$ cat src/rtl/logic32_serial_if.sv
// Start/busy/done handshake and operand/result bus for the nibble-serial logic unit.
interface logic32_serial_if #(
  parameter int WIDTH = 32
);
  logic             start;
  logic [1:0]       op;
  logic [WIDTH-1:0] a;
  logic [WIDTH-1:0] b;
  logic             busy;
  logic             done;
  logic [WIDTH-1:0] out;
  logic             zero;

  modport master (
    output start, op, a, b,
    input  busy, done, out, zero
  );

  modport slave (
    input  start, op, a, b,
    output busy, done, out, zero
  );
endinterface

$ cat src/rtl/logic32_serial.sv
// Nibble-serial logic unit: one SLICE-bit slice reused over WIDTH/SLICE cycles.
// Ops: 00 AND, 01 OR, 10 XOR, 11 NOR. out/zero update only on completion.
module logic32_serial #(
  parameter int WIDTH = 32,
  parameter int SLICE = 4
) (
  input logic              clk,
  input logic              rst_n,
  logic32_serial_if.slave  bus
);
  localparam int NSLICE = WIDTH / SLICE;
  localparam int IDXW   = (NSLICE > 1) ? $clog2(NSLICE) : 1;
  localparam logic [IDXW-1:0] LAST_IDX = IDXW'(NSLICE - 1);

  typedef enum logic [1:0] {
    IDLE = 2'd0,
    RUN  = 2'd1,
    DONE = 2'd2
  } state_t;

  state_t           state_q, state_d;
  logic [WIDTH-1:0] a_q, a_d;
  logic [WIDTH-1:0] b_q, b_d;
  logic [1:0]       op_q, op_d;
  logic [WIDTH-1:0] acc_q, acc_d;
  logic [IDXW-1:0]  idx_q, idx_d;
  logic [WIDTH-1:0] out_q, out_d;
  logic             zero_q, zero_d;
  logic             busy_q, busy_d;
  logic             done_q, done_d;

  logic [SLICE-1:0] a_nib, b_nib, r_nib;
  logic [WIDTH-1:0] acc_next;

  // One slice of the selected logic op on the current nibble, merged into the accumulator.
  always_comb begin
    a_nib = a_q[int'(idx_q) * SLICE +: SLICE];
    b_nib = b_q[int'(idx_q) * SLICE +: SLICE];
    case (op_q)
      2'b00:   r_nib = a_nib & b_nib;
      2'b01:   r_nib = a_nib | b_nib;
      2'b10:   r_nib = a_nib ^ b_nib;
      default: r_nib = ~(a_nib | b_nib);
    endcase
    acc_next = acc_q;
    acc_next[int'(idx_q) * SLICE +: SLICE] = r_nib;
  end

  // Next-state and registered-output logic for the IDLE/RUN/DONE sequence.
  always_comb begin
    state_d = state_q;
    a_d     = a_q;
    b_d     = b_q;
    op_d    = op_q;
    acc_d   = acc_q;
    idx_d   = idx_q;
    out_d   = out_q;
    zero_d  = zero_q;
    busy_d  = busy_q;
    done_d  = done_q;
    case (state_q)
      // DONE accepts a new request exactly like IDLE so operations can run back-to-back.
      IDLE, DONE: begin
        done_d = 1'b0;
        if (bus.start) begin
          a_d     = bus.a;
          b_d     = bus.b;
          op_d    = bus.op;
          acc_d   = '0;
          idx_d   = '0;
          busy_d  = 1'b1;
          state_d = RUN;
        end else begin
          busy_d  = 1'b0;
          state_d = IDLE;
        end
      end
      RUN: begin
        acc_d = acc_next;
        if (idx_q == LAST_IDX) begin
          // Publish the full result including the final nibble computed this cycle.
          out_d   = acc_next;
          zero_d  = (acc_next == '0);
          done_d  = 1'b1;
          busy_d  = 1'b0;
          idx_d   = '0;
          state_d = DONE;
        end else begin
          idx_d = idx_q + IDXW'(1);
        end
      end
      default: begin
        busy_d  = 1'b0;
        done_d  = 1'b0;
        state_d = IDLE;
      end
    endcase
  end

  // State register with asynchronous abort to reset values.
  always_ff @(posedge clk or negedge rst_n) begin
    if (!rst_n) begin
      state_q <= IDLE;
      a_q     <= '0;
      b_q     <= '0;
      op_q    <= '0;
      acc_q   <= '0;
      idx_q   <= '0;
      out_q   <= '0;
      zero_q  <= 1'b1;
      busy_q  <= 1'b0;
      done_q  <= 1'b0;
    end else begin
      state_q <= state_d;
      a_q     <= a_d;
      b_q     <= b_d;
      op_q    <= op_d;
      acc_q   <= acc_d;
      idx_q   <= idx_d;
      out_q   <= out_d;
      zero_q  <= zero_d;
      busy_q  <= busy_d;
      done_q  <= done_d;
    end
  end

  assign bus.busy = busy_q;
  assign bus.done = done_q;
  assign bus.out  = out_q;
  assign bus.zero = zero_q;
endmodule

$ cat src/flat_wrapper.sv
// flat-port wrapper written by rule: the top's interface ports become plain ports
module logic32_serial_flat 
#(
  parameter int WIDTH = 32,
  parameter int SLICE = 4
)
  (clk, rst_n, bus_start, bus_op, bus_a, bus_b, bus_busy, bus_done, bus_out, bus_zero);
  logic32_serial_if #(.WIDTH(WIDTH)) bus_i ();
  input logic clk;
  input logic rst_n;
  input wire logic [$bits(bus_i.start)-1:0] bus_start;
  input wire logic [$bits(bus_i.op)-1:0] bus_op;
  input wire logic [$bits(bus_i.a)-1:0] bus_a;
  input wire logic [$bits(bus_i.b)-1:0] bus_b;
  output wire logic [$bits(bus_i.busy)-1:0] bus_busy;
  output wire logic [$bits(bus_i.done)-1:0] bus_done;
  output wire logic [$bits(bus_i.out)-1:0] bus_out;
  output wire logic [$bits(bus_i.zero)-1:0] bus_zero;
  assign bus_i.start = bus_start;
  assign bus_i.op = bus_op;
  assign bus_i.a = bus_a;
  assign bus_i.b = bus_b;
  assign bus_busy = bus_i.busy;
  assign bus_done = bus_i.done;
  assign bus_out = bus_i.out;
  assign bus_zero = bus_i.zero;
  logic32_serial #(.WIDTH(WIDTH), .SLICE(SLICE)) u_core (.clk(clk), .rst_n(rst_n), .bus(bus_i));
endmodule
$ cat config.mk
export PLATFORM = sky130hd
export DESIGN_NAME = logic32_serial_flat
export DESIGN_NICKNAME = d
export VERILOG_FILES = /design/src/rtl/logic32_serial_if.sv /design/src/rtl/logic32_serial.sv /design/src/flat_wrapper.sv
export SDC_FILE = /design/constraint.sdc
export NUM_CORES = 1
export LEC_CHECK = 0
export BUFFER_PORTS_ARGS = -buffer_cell sky130_fd_sc_hd__buf_2
export CORE_ASPECT_RATIO = 1.2
export CORE_MARGIN = 2
export CORE_UTILIZATION = 35
export DETAILED_ROUTE_END_ITERATION = 12
export MAX_ROUTING_LAYER = met4
export RECOVER_POWER = 25
export SLEW_MARGIN = 20
export SYNTH_ARGS = -nofsm -noshare
export SYNTH_HDL_FRONTEND = slang
export SYNTH_SLANG_ARGS = --single-unit
$ cat constraint.sdc
create_clock -name clk -period 7.5 [get_ports clk]
set_input_delay 1.125 -clock clk [delete_from_list [all_inputs] [get_ports clk]]
set_output_delay 1.125 -clock clk [all_outputs]
set_load 0.05 [all_outputs]
==> flow_metrics.tcl <==
set metrics [dict create \
    synthesis.nets 634 \
    vias 4610 \
    post-dp-hpwl_um 11300 \
    coreArea_um2 18100 \
    p_per_area_nw_per_um2 542 \
    crit_required_ns 7.79 \
    dr_wl_met2_um 7860 \
    yosysTopAreaCell "dfrtp_1" \
    ios 104 \
    die_height_um 153 \
    grt_max_degree 75 \
    syn_area_um2 6450 \
    rsz0062_at_grt "no" \
    p_clk_frac 0.201 \
    syn_inst 550 \
    path_clk_slew_ns 0.06 \
    yosys_register_bits 136 \
    via_per_inst 5.20 \
    clkLatencyLatePin_ns 0.42 \
    ys_top_cells_by_area "dfrtp_1, mux2_2, mux4_2" \
    fin_crit_sh 0.593 \
    ys_seq_area_frac 0.528 \
    syn_to_final_growth_pct 20.8 \
    end_kind "flop" \
    first_pass_iters 4 \
    io_buffers 103 \
    clockBufferDepth 2 \
    finalSetupViolCount 0 \
    most-common-layout-cells "dfrtp_1, buf_2, nand2_1" \
    cp_max_fo 71 \
    worstHoldPathType "flop to flop" \
    die_w_um 128 \
    yosysUniqueCellTypes 43 \
    hold_viol 0 \
    grt_pass1_vias 4977 \
    globalRouteOverflowTotal 0 \
    grt_first_pass_wirelength_um 25900 \
    ff2ff_setup_slack_ns 3.43 \
    gp_congestion 0.857 \
    antenna_found_initial 0 \
    ant_nets 0 \
    swShare 0.430 \
    fill_cells 1739 \
    fin_crit_ns 4.45 \
    critPathMaxStageDelay_ns 2.61 \
    initial_core_util 0.356 \
    die_area_um2 19500 \
    rr_endpoint "u_core.acc_q[27]$_DFFE_PN0P_" \
    start_kind "primary input" \
    postCtsHoldBufs 0 \
    failed_checks "max-capacitance violations, max-slew violations" \
    totalWireLength_um 15900 \
    avgSynthCellArea_um2 11.7 \
    antennaDiodeCount 0 \
    outcome "finished, violations left" \
    drt_iter0_drc 335 \
    drc_errors 0 \
    cts_htree_levels 4 \
    tightest_slew_ns 3.73 \
    wl_met1_um 6810 \
    cp-endpoint "u_core.acc_q[27]$_DFFE_PN0P_" \
    drv_cap 2 \
    highest_layer "met4" \
    yosys_most_used_dff "dfrtp_1" \
    cts_tree "done" \
    wl_met3_um 899 \
    final_util 0.431 \
    critPathSlowestCell "clkbuf_1" \
    final_common_cell "dfrtp_1" \
    nets 733 \
    rr_worst_depth 5 \
    clock-root-buffer "clkbuf_16" \
    vdd_drop_max_mv 0.205 \
    cts_setup_buffers 0 \
    setup_tns_ns 0 \
    p_int_mw 2.41 \
    post_cts_resize_count 0 \
    path_class "primary input to flop" \
    wl_per_cell_um 18.0 \
    async_flop_share 1.00 \
    rows 54 \
    slew_viol_final 136 \
    clkSinkCount 136 \
    relSlewSlack -1.48 \
    yosys.area.top_type_share 0.524 \
    cp.arrival_ns 4.74 \
    synth_enable_flop_cells 0 \
    clock_skew_ns 0.00987 \
    leakage_nw 3.63 \
    cts_made_buffers 17 \
    crit-reg2reg-launch "u_core.state_q[0]$_DFFE_PN0P_" \
    timing.fmax_mhz 225 \
    path_cells "buf_2, nor2b_1, clkbuf_1, a21oi_1, nand2_1, o21ai_0" \
    seq_power_share 0.296 \
    critical_path.startpoint "bus_start" \
    grt_use_total 0.176 \
    pwr-share-comb 0.503 \
    switchingPower_mw 1.82 \
    drive_gt1_frac 0.353 \
    yosysWarningCount 0 \
]
==> state kept, by name, indices dropped and copies added (netlist names) <==
| register | flops |
|---|---|
| u_core.op_q | 2 |
| u_core.bus.out | 32 |
| u_core.bus.zero | 1 |
| u_core.b_q | 32 |
| u_core.idx_q | 3 |
| u_core.a_q | 32 |
| u_core.state_q | 2 |
| u_core.acc_q | 32 |
==> power groups by stage <==
| stage | logic (mW) | clock network [mW] | registers, mW |
|---|---|---|---|
| 3_5_place_dp | 2.12 | 0 | 1.27 |
| 6_report | 2.12 | 0.850 | 1.25 |
| 5_1_grt | 2.31 | 0.901 | 1.29 |
| 4_1_cts | 2.13 | 0.868 | 1.25 |
| 3_3_place_gp | 2.08 | 0 | 1.25 |
| 2_1_floorplan | 1.28 | 0 | 1.45 |
==> how the worst min path moves through the flow <==
stage	start	end	depth (start not counted)
floorplan	u_core.acc_q[19]$_DFFE_PN0P_	u_core.acc_q[19]$_DFFE_PN0P_	2
global placement	u_core.bus.out[13]$_DFFE_PN0P_	u_core.bus.out[13]$_DFFE_PN0P_	2
detailed placement	u_core.bus.out[23]$_DFFE_PN0P_	u_core.bus.out[23]$_DFFE_PN0P_	2
CTS	u_core.bus.out[23]$_DFFE_PN0P_	u_core.bus.out[23]$_DFFE_PN0P_	2
global route	u_core.bus.out[13]$_DFFE_PN0P_	u_core.bus.out[13]$_DFFE_PN0P_	2
finish	u_core.bus.out[17]$_DFFE_PN0P_	u_core.bus.out[17]$_DFFE_PN0P_	2
==> stage by stage <==
step / hold slack, ns / setup slack (ns) / area (um2) / power, mW / cells
after CTS: 0.480 / 4.13 / 7820 / 4.25 / 886
after global routing: 0.500 / 2.61 / 7800 / 4.50 / 886
after detailed placement: 0.466 / 4.13 / 7210 / 3.39 / 854
after floorplan: 0.450 / 4.15 / 6450 / 2.73 / 550
after global placement: 0.460 / 4.20 / 7210 / 3.33 / 854
final: 0.474 / 3.05 / 7800 / 4.22 / 886
==> cell families after synthesis <==
family | share of synthesized area
buffers and inverters | 0.0306
AND/OR/NAND/NOR | 0.0985
adder cells (fa/ha/maj) | 0.0291
AO/OA/AOI/OAI | 0.109
flip-flops | 0.528
multiplexers | 0.199
XOR/XNOR | 0.00543
==> layout make-up <==
class / count / area [um2] / share of cell area
clock buffer: 17 / 425 / 0.0546
clock inverter: 15 / 180 / 0.0231
multi-input combinational: 365 / 2850 / 0.366
timing repair buffer: 115 / 601 / 0.0770
inverter: 14 / 52.6 / 0.00674
sequential: 136 / 3400 / 0.437
tap: 224 / 280 / 0.0359
==> critical path: cells and delay by family <==
family | cells | cell delay, ns
buffers and inverters | 2 | 2.68
AND/OR/NAND/NOR | 2 | 0.32
AO/OA/AOI/OAI | 2 | 0.55
==> Yosys cell counts (2+ instances only) <==
library cell / number
inv_1: 13
mux2i_1: 16
a21oi_1: 3
a22oi_1: 17
xor2_1: 4
a32o_1: 3
mux4_2: 16
nor2_1: 10
nor3b_1: 3
a31oi_1: 5
nor3_1: 2
nand3_1: 4
and4b_1: 2
o21ai_0: 56
and2_1: 11
nand4_1: 2
nor4_1: 4
a21o_1: 5
a22o_1: 14
o31ai_1: 2
dfrtp_1: 135
nor2b_1: 6
nand2_1: 83
buf_2: 5
clkbuf_1: 28
or3_1: 3
ha_1: 15
mux2_2: 68
==> routing by layer <==
metal	up-vias	GRT usage
met1	2266	0.213
met4	0	0.0586
li1	2172	-
met3	25	0.0478
met2	147	0.286
met5	-	-
No activity file was read; power rests on OpenSTA's default activity.
